`src/rtl/alu_pkg.sv`:
```
// rtl/alu_pkg.sv - shared opcode, flag and state types for alu_seq
package alu_pkg;

    typedef enum logic [4:0] {
        OP_ADD   = 5'd0,
        OP_SUB   = 5'd1,
        OP_MUL   = 5'd2,
        OP_DIV   = 5'd3,
        OP_MOD   = 5'd4,
        OP_AND   = 5'd5,
        OP_OR    = 5'd6,
        OP_XOR   = 5'd7,
        OP_NAND  = 5'd8,
        OP_NOR   = 5'd9,
        OP_XNOR  = 5'd10,
        OP_NOT   = 5'd11,
        OP_NEG   = 5'd12,
        OP_SLL   = 5'd13,
        OP_SRL   = 5'd14,
        OP_SRA   = 5'd15,
        OP_SLT   = 5'd16,
        OP_SLTU  = 5'd17,
        OP_INC   = 5'd18,
        OP_DEC   = 5'd19,
        OP_ROTL  = 5'd20,
        OP_ROTR  = 5'd21,
        OP_PASSA = 5'd22,
        OP_PASSB = 5'd23
    } opcode_e;

    typedef struct packed {
        logic zero;
        logic carry;
        logic overflow;
        logic div_by_zero;
    } flags_t;

    typedef enum logic {
        ST_IDLE = 1'b0,
        ST_DIV  = 1'b1
    } state_e;

    function automatic logic is_div_op(input logic [4:0] op);
        return (op == OP_DIV) || (op == OP_MOD);
    endfunction

endpackage

```
`src/rtl/alu_divider.sv`:
```
// rtl/alu_divider.sv - restoring unsigned divider, one quotient bit per cycle (built only with ALU_SEQ_DIV_EN)
module alu_divider #(
    parameter int WIDTH = 16
) (
    input  logic             clk,
    input  logic             rst,
    input  logic             start,
    input  logic [WIDTH-1:0] dividend,
    input  logic [WIDTH-1:0] divisor,
    output logic             done,
    output logic [WIDTH-1:0] quotient,
    output logic [WIDTH-1:0] remainder
);
    localparam int CW = $clog2(WIDTH);

    logic [WIDTH-1:0] rem_q, quo_q, dvs_q;
    logic [WIDTH-1:0] rem_d, quo_d;
    logic [CW-1:0]    cnt_q;
    logic             busy_q;
    logic [WIDTH:0]   part, diff;

    // one restoring step: shift in the next dividend bit, subtract if it fits
    always_comb begin
        part  = {rem_q, quo_q[WIDTH-1]};
        diff  = part - {1'b0, dvs_q};
        rem_d = diff[WIDTH] ? part[WIDTH-1:0] : diff[WIDTH-1:0];
        quo_d = {quo_q[WIDTH-2:0], ~diff[WIDTH]};
    end

    // the step taken while the counter is 0 is the last; its result is final
    assign done      = busy_q && (cnt_q == '0);
    assign quotient  = quo_d;
    assign remainder = rem_d;

    // iteration registers; quo_q starts as the dividend and is shifted out MSB first
    always_ff @(posedge clk or posedge rst) begin
        if (rst) begin
            rem_q  <= '0;
            quo_q  <= '0;
            dvs_q  <= '0;
            cnt_q  <= '0;
            busy_q <= 1'b0;
        end else if (start) begin
            rem_q  <= '0;
            quo_q  <= dividend;
            dvs_q  <= divisor;
            cnt_q  <= CW'(WIDTH - 1);
            busy_q <= 1'b1;
        end else if (busy_q) begin
            rem_q <= rem_d;
            quo_q <= quo_d;
            if (cnt_q == '0) busy_q <= 1'b0;
            else             cnt_q  <= cnt_q - 1'b1;
        end
    end
endmodule

```
`src/rtl/alu_seq.sv`:
```
// rtl/alu_seq.sv - sequential ALU with valid/ready handshake; ALU_SEQ_DIV_EN enables the iterative divider
module alu_seq
    import alu_pkg::*;
#(
    parameter int WIDTH = 16,
    parameter int SHW   = $clog2(WIDTH)
) (
    input  logic             clk,
    input  logic             rst,
    input  logic             in_valid,
    output logic             in_ready,
    input  logic [WIDTH-1:0] a,
    input  logic [WIDTH-1:0] b,
    input  logic [4:0]       opcode,
    output logic             out_valid,
    input  logic             out_ready,
    output logic [WIDTH-1:0] result,
    output logic             zero,
    output logic             carry_out,
    output logic             overflow,
    output logic             div_by_zero
);
    localparam logic [WIDTH-1:0] ONE = {{(WIDTH-1){1'b0}}, 1'b1};

    logic [WIDTH-1:0] result_q, result_d;
    flags_t           flags_q, flags_d;
    logic             out_valid_q, out_valid_d;

    logic [WIDTH-1:0] alu_res;
    flags_t           alu_flags;
    logic [WIDTH:0]   add_w, sub_w, inc_w, dec_w;
    logic [SHW-1:0]   shamt;
    logic             out_free, accept, load_single;

    assign add_w = {1'b0, a} + {1'b0, b};
    assign sub_w = {1'b0, a} - {1'b0, b};
    assign inc_w = {1'b0, a} + {1'b0, ONE};
    assign dec_w = {1'b0, a} - {1'b0, ONE};
    assign shamt = b[SHW-1:0];

    assign out_free = !out_valid_q || out_ready;
    assign accept   = in_valid && in_ready;

    // single-cycle datapath; unassigned opcodes fall through to result 0
    always_comb begin
        alu_res   = '0;
        alu_flags = '0;
        case (opcode)
            OP_ADD: begin
                alu_res            = add_w[WIDTH-1:0];
                alu_flags.carry    = add_w[WIDTH];
                alu_flags.overflow = (a[WIDTH-1] == b[WIDTH-1]) && (add_w[WIDTH-1] != a[WIDTH-1]);
            end
            OP_SUB: begin
                alu_res            = sub_w[WIDTH-1:0];
                alu_flags.carry    = sub_w[WIDTH];
                alu_flags.overflow = (a[WIDTH-1] != b[WIDTH-1]) && (sub_w[WIDTH-1] != a[WIDTH-1]);
            end
            OP_MUL:   alu_res = a * b;
`ifdef ALU_SEQ_DIV_EN
            // only the b == 0 case completes here; b != 0 goes to the divider
            OP_DIV, OP_MOD: alu_flags.div_by_zero = (b == '0);
`endif
            OP_AND:   alu_res = a & b;
            OP_OR:    alu_res = a | b;
            OP_XOR:   alu_res = a ^ b;
            OP_NAND:  alu_res = ~(a & b);
            OP_NOR:   alu_res = ~(a | b);
            OP_XNOR:  alu_res = ~(a ^ b);
            OP_NOT:   alu_res = ~a;
            OP_NEG:   alu_res = ~a + ONE;
            OP_SLL:   alu_res = a << shamt;
            OP_SRL:   alu_res = a >> shamt;
            OP_SRA:   alu_res = $signed(a) >>> shamt;
            OP_SLT:   alu_res = {{(WIDTH-1){1'b0}}, ($signed(a) < $signed(b))};
            OP_SLTU:  alu_res = {{(WIDTH-1){1'b0}}, (a < b)};
            OP_INC: begin
                alu_res         = inc_w[WIDTH-1:0];
                alu_flags.carry = inc_w[WIDTH];
            end
            OP_DEC: begin
                alu_res         = dec_w[WIDTH-1:0];
                alu_flags.carry = dec_w[WIDTH];
            end
            OP_ROTL:  alu_res = {a[WIDTH-2:0], a[WIDTH-1]};
            OP_ROTR:  alu_res = {a[0], a[WIDTH-1:1]};
            OP_PASSA: alu_res = a;
            OP_PASSB: alu_res = b;
            default:  alu_res = '0;
        endcase
        alu_flags.zero = (alu_res == '0);
    end

`ifdef ALU_SEQ_DIV_EN
    state_e           state_q, state_d;
    logic             is_mod_q, is_mod_d;
    logic             div_start, div_done;
    logic [WIDTH-1:0] div_quo, div_rem;

    alu_divider #(.WIDTH(WIDTH)) u_div (
        .clk       (clk),
        .rst       (rst),
        .start     (div_start),
        .dividend  (a),
        .divisor   (b),
        .done      (div_done),
        .quotient  (div_quo),
        .remainder (div_rem)
    );

    assign in_ready    = (state_q == ST_IDLE) && out_free;
    assign load_single = accept && !(is_div_op(opcode) && (b != '0));

    // FSM state register
    always_ff @(posedge clk or posedge rst) begin
        if (rst) begin
            state_q  <= ST_IDLE;
            is_mod_q <= 1'b0;
        end else begin
            state_q  <= state_d;
            is_mod_q <= is_mod_d;
        end
    end

    // FSM next state: launch the divider on a nonzero-divisor DIV/MOD, return when it finishes
    always_comb begin
        state_d   = state_q;
        is_mod_d  = is_mod_q;
        div_start = 1'b0;
        case (state_q)
            ST_IDLE: begin
                if (accept && is_div_op(opcode) && (b != '0)) begin
                    state_d   = ST_DIV;
                    div_start = 1'b1;
                    is_mod_d  = (opcode == OP_MOD);
                end
            end
            ST_DIV:  if (div_done) state_d = ST_IDLE;
            default: state_d = ST_IDLE;
        endcase
    end
`else
    assign in_ready    = out_free;
    assign load_single = accept;
`endif

    // output register next state: drain, then let a new result overwrite on the same edge
    always_comb begin
        result_d    = result_q;
        flags_d     = flags_q;
        out_valid_d = out_valid_q;
        if (out_valid_q && out_ready) out_valid_d = 1'b0;
        if (load_single) begin
            result_d    = alu_res;
            flags_d     = alu_flags;
            out_valid_d = 1'b1;
        end
`ifdef ALU_SEQ_DIV_EN
        if (div_done) begin
            result_d     = is_mod_q ? div_rem : div_quo;
            flags_d      = '0;
            flags_d.zero = (result_d == '0);
            out_valid_d  = 1'b1;
        end
`endif
    end

    // output register
    always_ff @(posedge clk or posedge rst) begin
        if (rst) begin
            result_q    <= '0;
            flags_q     <= '0;
            out_valid_q <= 1'b0;
        end else begin
            result_q    <= result_d;
            flags_q     <= flags_d;
            out_valid_q <= out_valid_d;
        end
    end

    assign out_valid   = out_valid_q;
    assign result      = result_q;
    assign zero        = flags_q.zero;
    assign carry_out   = flags_q.carry;
    assign overflow    = flags_q.overflow;
    assign div_by_zero = flags_q.div_by_zero;
endmodule

```
`config.mk`:
```
export PLATFORM = sky130hd
export DESIGN_NAME = alu_seq
export DESIGN_NICKNAME = d
export VERILOG_FILES = /design/src/rtl/alu_pkg.sv /design/src/rtl/alu_divider.sv /design/src/rtl/alu_seq.sv
export SDC_FILE = /design/constraint.sdc
export NUM_CORES = 1
export LEC_CHECK = 0
export ABC_AREA = 1
export CAP_MARGIN = 10
export CORE_MARGIN = 3
export CORE_UTILIZATION = 60
export CTS_BUF_LIST = sky130_fd_sc_hd__clkbuf_8 sky130_fd_sc_hd__clkbuf_16
export CTS_CLUSTER_DIAMETER = 100
export DETAILED_ROUTE_END_ITERATION = 10
export PLACE_DENSITY = 0.84
export SLEW_MARGIN = 20
export SYNTH_ARGS = -nofsm -noshare
export SYNTH_HDL_FRONTEND = slang
export SYNTH_SLANG_ARGS = --single-unit
```
`constraint.sdc`:
```
create_clock -name clk -period 3.45 [get_ports clk]
set_clock_uncertainty 0.05 [all_clocks]
set_input_delay 0.5175 -clock clk [delete_from_list [all_inputs] [get_ports clk]]
set_output_delay 0.5175 -clock clk [all_outputs]
set_load 0.01 [all_outputs]
```
==> impl_metrics.py, run 1 <==
metrics = {
    "floorplanning": {
        "initial_core_util_pct": 61.9,
        "fp-row-count": 49,
        "io_pins": 63,
        "die_w_microns": 143,
        "die_h_microns": 143,
    },
    "synth": {
        "synth_edf_count": 0,
        "netlist_area_sq_um": 11300,
        "seq_area_frac_synth_pct": 4.42,
        "synth_flop_cell": "dfrtp_1",
        "synth_warnings": 0,
        "syn-num-nets": 2194,
        "yosys.area.top_type": "nand2_1",
        "synth_area_leaders": "nand2_1, fa_1, ha_1",
        "synth_cell_types": 52,
        "avgSynthCellArea_sq_um": 5.74,
        "synth_top_area_share_pct": 19.8,
        "synthCells": 1970,
        "synthArstFlopShare_pct": 100,
        "ys_seq_elements": 20,
    },
    "clocking": {
        "root_buffer": "clkbuf_16",
        "cts_buffer_depth": 2,
        "cts_max_level": 1,
        "numCtsBuffers": 3,
        "cts_sinks": 20,
    },
    "timing": {
        "worstEndpointGrtRepair": "zero$_DFFE_PP0P_/D",
        "worstEndpointType": "register data pin",
    },
    "outcome": {
        "stop_stage": "global routing (5_1_grt)",
        "status": "aborted with a tool error",
        "error_line": "[ERROR GRT-0232] Routing congestion too high. Check the congestion heatmap in the GUI.",
    },
    "placed_design": {
        "dp_hpwl_microns": 42200,
        "place_area_sq_um": 14500,
        "place_inst": 2501,
        "gp_congestion": 1.19,
        "port_buffers": 61,
    },
    "global_route": {
        "grt_usage_pct": 77.2,
        "overflow": 279,
        "grt_max_degree": 37,
    },
}
-- kinds of logic after synthesis --
kind of cell             share of synthesized area (%)
AND/OR/NAND/NOR                                   38.0
buffers and inverters                             15.0
AO/OA/AOI/OAI                                     14.8
adder cells (fa/ha/maj)                           25.6
XOR/XNOR                                          1.94
flip-flops                                        4.42
multiplexers                                     0.177
other                                           0.0331
-- cell usage after synthesis, types with 4 or more instances --
cell type,n
a31oi_1,4
a21oi_1,81
fa_1,81
xnor2_1,8
a21o_1,5
o21bai_1,4
o21ai_0,98
o2111ai_1,6
nand2_2,11
inv_1,317
nor2_1,169
clkbuf_1,28
dfrtp_1,20
nor2_2,10
nor3_1,18
o31ai_1,4
clkinv_1,4
a22oi_1,5
buf_4,13
inv_2,17
a221oi_1,7
nand3_1,171
o22ai_1,35
nand2_1,597
nand3b_1,4
xor2_1,17
ha_1,102
buf_2,34
o211ai_1,15
nand4_1,28
and2_1,5
buf_1,5
o21ai_1,15
-- per-stage QoR --
| stage | setup slack (ns) | util (%) |
|---|---|---|
| 2_1_floorplan | -2.09 | - |
| 3_3_place_gp | -2.71 | 79.3 |
| 3_5_place_dp | -2.90 | 79.3 |
| 4_1_cts | -2.18 | 83.3 |
-- what timing repair did --
item	4_1_cts
gates cloned	1
gates resized for setup	215
pin swaps	115
setup buffers	21
endpoints found under the setup margin	15
hold endpoints to repair	0
hold buffers	0
-- metal layers --
| metal | overflow | track usage (%) |
|---|---|---|
| met3 | 3 | 64.5 |
| met4 | 103 | 70.8 |
| met2 | 164 | 92.3 |
| met5 | 0 | 29.4 |
| met1 | 9 | 79.3 |
==> inputs of run 2 (changes only) <==
- CORE_UTILIZATION: 60 -> 40
- CTS_BUF_LIST: sky130_fd_sc_hd__clkbuf_8 sky130_fd_sc_hd__clkbuf_16 -> not set
- CTS_CLUSTER_DIAMETER: 100 -> not set
- PLACE_DENSITY: 0.84 -> not set
- PLACE_DENSITY_LB_ADDON: not set -> 0.15
==> impl_metrics.py, run 2 <==
metrics = {
    "clocking": {
        "hold_buffers": 0,
        "root_buffer": "clkbuf_16",
        "numCtsBuffers": 3,
        "worst_skew_pair.late_latency_ns": 0.27,
        "cts_tree": "done",
        "cts_sinks": 20,
        "cts_max_level": 1,
        "cts_buffer_depth": 2,
        "path_clk_slew_ns": 0.05,
    },
    "outcome": {
        "violations": "negative setup slack",
        "status": "complete, but fails checks",
    },
    "synth": {
        "synth_common_cells": "nand2_1, inv_1, nand3_1",
        "synth_warnings": 0,
        "yosys.area_share.simple_pct": 38.0,
        "synth-xor-area-share_pct": 1.94,
        "avgSynthCellArea_sq_um": 5.74,
        "synthArstFlopShare_pct": 100,
        "synthCells": 1970,
        "synthMuxAreaShare_pct": 0.177,
        "netlist_area_sq_um": 11300,
        "synth_top_area_share_pct": 19.8,
        "synth_area_leaders": "nand2_1, fa_1, ha_1",
        "seq_area_frac_synth_pct": 4.42,
        "synth_edf_count": 0,
        "synth-compound-area-share_pct": 14.8,
        "synth.most_common_cell": "nand2_1",
        "syn-num-nets": 2194,
        "synth_flop_cell": "dfrtp_1",
        "yosys.area.top_type": "nand2_1",
        "ys_seq_elements": 20,
        "synth_cell_types": 52,
        "synth_top_family_by_area": "simple AND/OR/NAND/NOR gates",
        "synth_fa_ha_area_share_pct": 25.6,
    },
    "power_and_ir_drop": {
        "power_mw": 9.09,
        "powerDensity_nw_per_um2": 540,
        "peakVddDrop_mv": 0.843,
        "p_leak_nw": 8.97,
    },
    "global_route": {
        "grt_pass1_vias": 14622,
        "grt_pass1_wl_microns": 85500,
        "antenna_found_initial": 1,
        "grt_max_degree": 37,
        "grt_usage_pct": 36.3,
        "overflow": 0,
    },
    "timing": {
        "rsz0062_at_grt": "true",
        "fin_hold_ws_ns": 0.428,
        "finalCriticalPeriod_ns": 5.70,
        "slew_headroom_pct": 41.7,
        "worstMarginPinSlew_ns": 0.874,
        "max_freq_ghz": 0.175,
        "finalCritPeriodShare_pct": 165,
        "slew_violations": 0,
        "hold_viol_final": 0,
        "setup_viol": 14,
        "setup_slack_ns": -2.25,
    },
    "cells_and_area": {
        "multiInputGateArea_sq_um": 10100,
        "nets": 2637,
        "largest_reg_flops": 16,
        "drive_gt1_share_pct": 30.4,
        "fillers": 2682,
        "ff_latch_area_sq_um": 500,
        "mostFrequentLayoutCells": "nand2_1, buf_4, inv_1, nand3_1, nor2_1",
        "area_growth_pct": 48.9,
        "layout_commonest_cell": "nand2_1",
        "n_antenna_cell": 0,
    },
    "min_path": {
        "hold_class": "reg2reg",
    },
    "route": {
        "drtPass1Iterations": 6,
        "ant_nets": 0,
        "top_layer": "met5",
        "vias": 15059,
        "wl_met1_microns": 24300,
        "wl_met3_microns": 5010,
        "wire_per_inst_microns": 20.2,
        "drtIter0Drc": 1815,
        "routed_wl_microns": 56100,
        "vias_per_cell": 5.41,
        "drc": 0,
        "wl_met2_microns": 24500,
    },
    "flow_run": {
        "max_cap_viol_count": 0,
    },
    "worst_setup_path": {
        "critPathMaxFanout": 5,
        "cp.arrival_ns": 5.85,
        "timing.setup.critical_path_class": "in2reg",
        "required_ns": 3.60,
        "crit_path_end_kind": "flop",
        "crit_path_start_kind": "input port",
    },
    "floorplanning": {
        "initial_core_util_pct": 41.3,
        "die_area_sq_um": 30300,
        "die_w_microns": 174,
        "die_h_microns": 174,
        "io_pins": 63,
        "fp-row-count": 60,
        "coreArea_sq_um": 27400,
    },
    "placed_design": {
        "gp_congestion": 1.10,
        "port_buffers": 61,
        "dp_hpwl_microns": 46800,
    },
}
-- run 2: cell counts after synthesis --
Identical to the previous run, type by type.
-- run 2: final timing paths --
check	from	to	slack, ns	cells after the start
min reg2reg	result[8]	result[8]	0.43	2
max reg2reg	out_valid	result[15]	1.87	6
min	result[8]	result[8]	0.43	2
max	b[6]	zero	-2.25	26
max in group asynchronous	rst	zero	2.12	2
min in group asynchronous	rst	result[4]	0.68	2
-- run 2: kinds of logic after synthesis --
family,Yosys count
AOI/OAI and AO/OA,291
xor gates and xnor gates,25
adders and majority gates,183
buffers and inverters,422
DFF,20
muxes,2
other,1
and+or+nand+nor,1026
-- run 2: timing repair --
action / CTS / global route
hold endpoints to repair: 0 / 0
resized for setup: 236 / 146
setup buffers: 31 / 27
setup endpoints to repair: 17 / 14
gates cloned: 0 / 0
pin swaps: 97 / 107
-- run 2: routing by layer --
layer | track usage (%) | vias to the layer above
met5 | 0 | -
met4 | 11.0 | 2
met3 | 6.12 | 114
met2 | 57.2 | 724
met1 | 51.0 | 7060
li1 | - | 7159
-- run 2: stage by stage --
stage          area, sq um  setup slack (ns)  TNS [ns]  utilization [%]  instances
3_3_place_gp         15300             -2.83    -33.57             56.0       2732
6_report             16800             -2.25    -21.99             61.5       2783
5_1_grt              16800             -2.39    -24.08             61.5       2783
3_5_place_dp         15300             -2.96    -34.50             56.0       2732
2_1_floorplan        11600             -2.09    -19.28                -       1970
4_1_cts              16200             -2.19    -22.03             59.3       2764
-- run 2: layout make-up --
cell class / instances / area share (%)
multi-input cells: 1528 / 60.1
repair buffers: 522 / 26.1
inverters: 338 / 7.56
flip-flops and latches: 20 / 2.97
well taps: 372 / 2.76
clock buffers: 3 / 0.446
-- run 2: worst max-delay path, stage by stage --
cell     delay, ns
buf_12        0.11
buf_6         0.11
ha_4          0.16
fa_1          0.53
inv_1         0.05
fa_1          0.52
inv_2         0.04
fa_1          0.52
fa_1          0.45
fa_1          0.51
inv_1         0.05
fa_1          0.52
inv_2         0.05
ha_4          0.25
buf_12        0.14
a31oi_4       0.20
nand4_1       0.16
nand3_4       0.14
nand2_2       0.06
nor2_2        0.10
nand3_2       0.10
nor2_4        0.12
nand4_1       0.13
nor2_2        0.15
nand4_1       0.08
nand2_1       0.09
-- run 2: report_power, final --
group | internal (mW) | switching, mW
clock network | 0.154 | 0.101
registers | 0.280 | 0.0252
logic | 3.93 | 4.61
total | 4.36 | 4.73
Power figures use the tool's default switching activity.
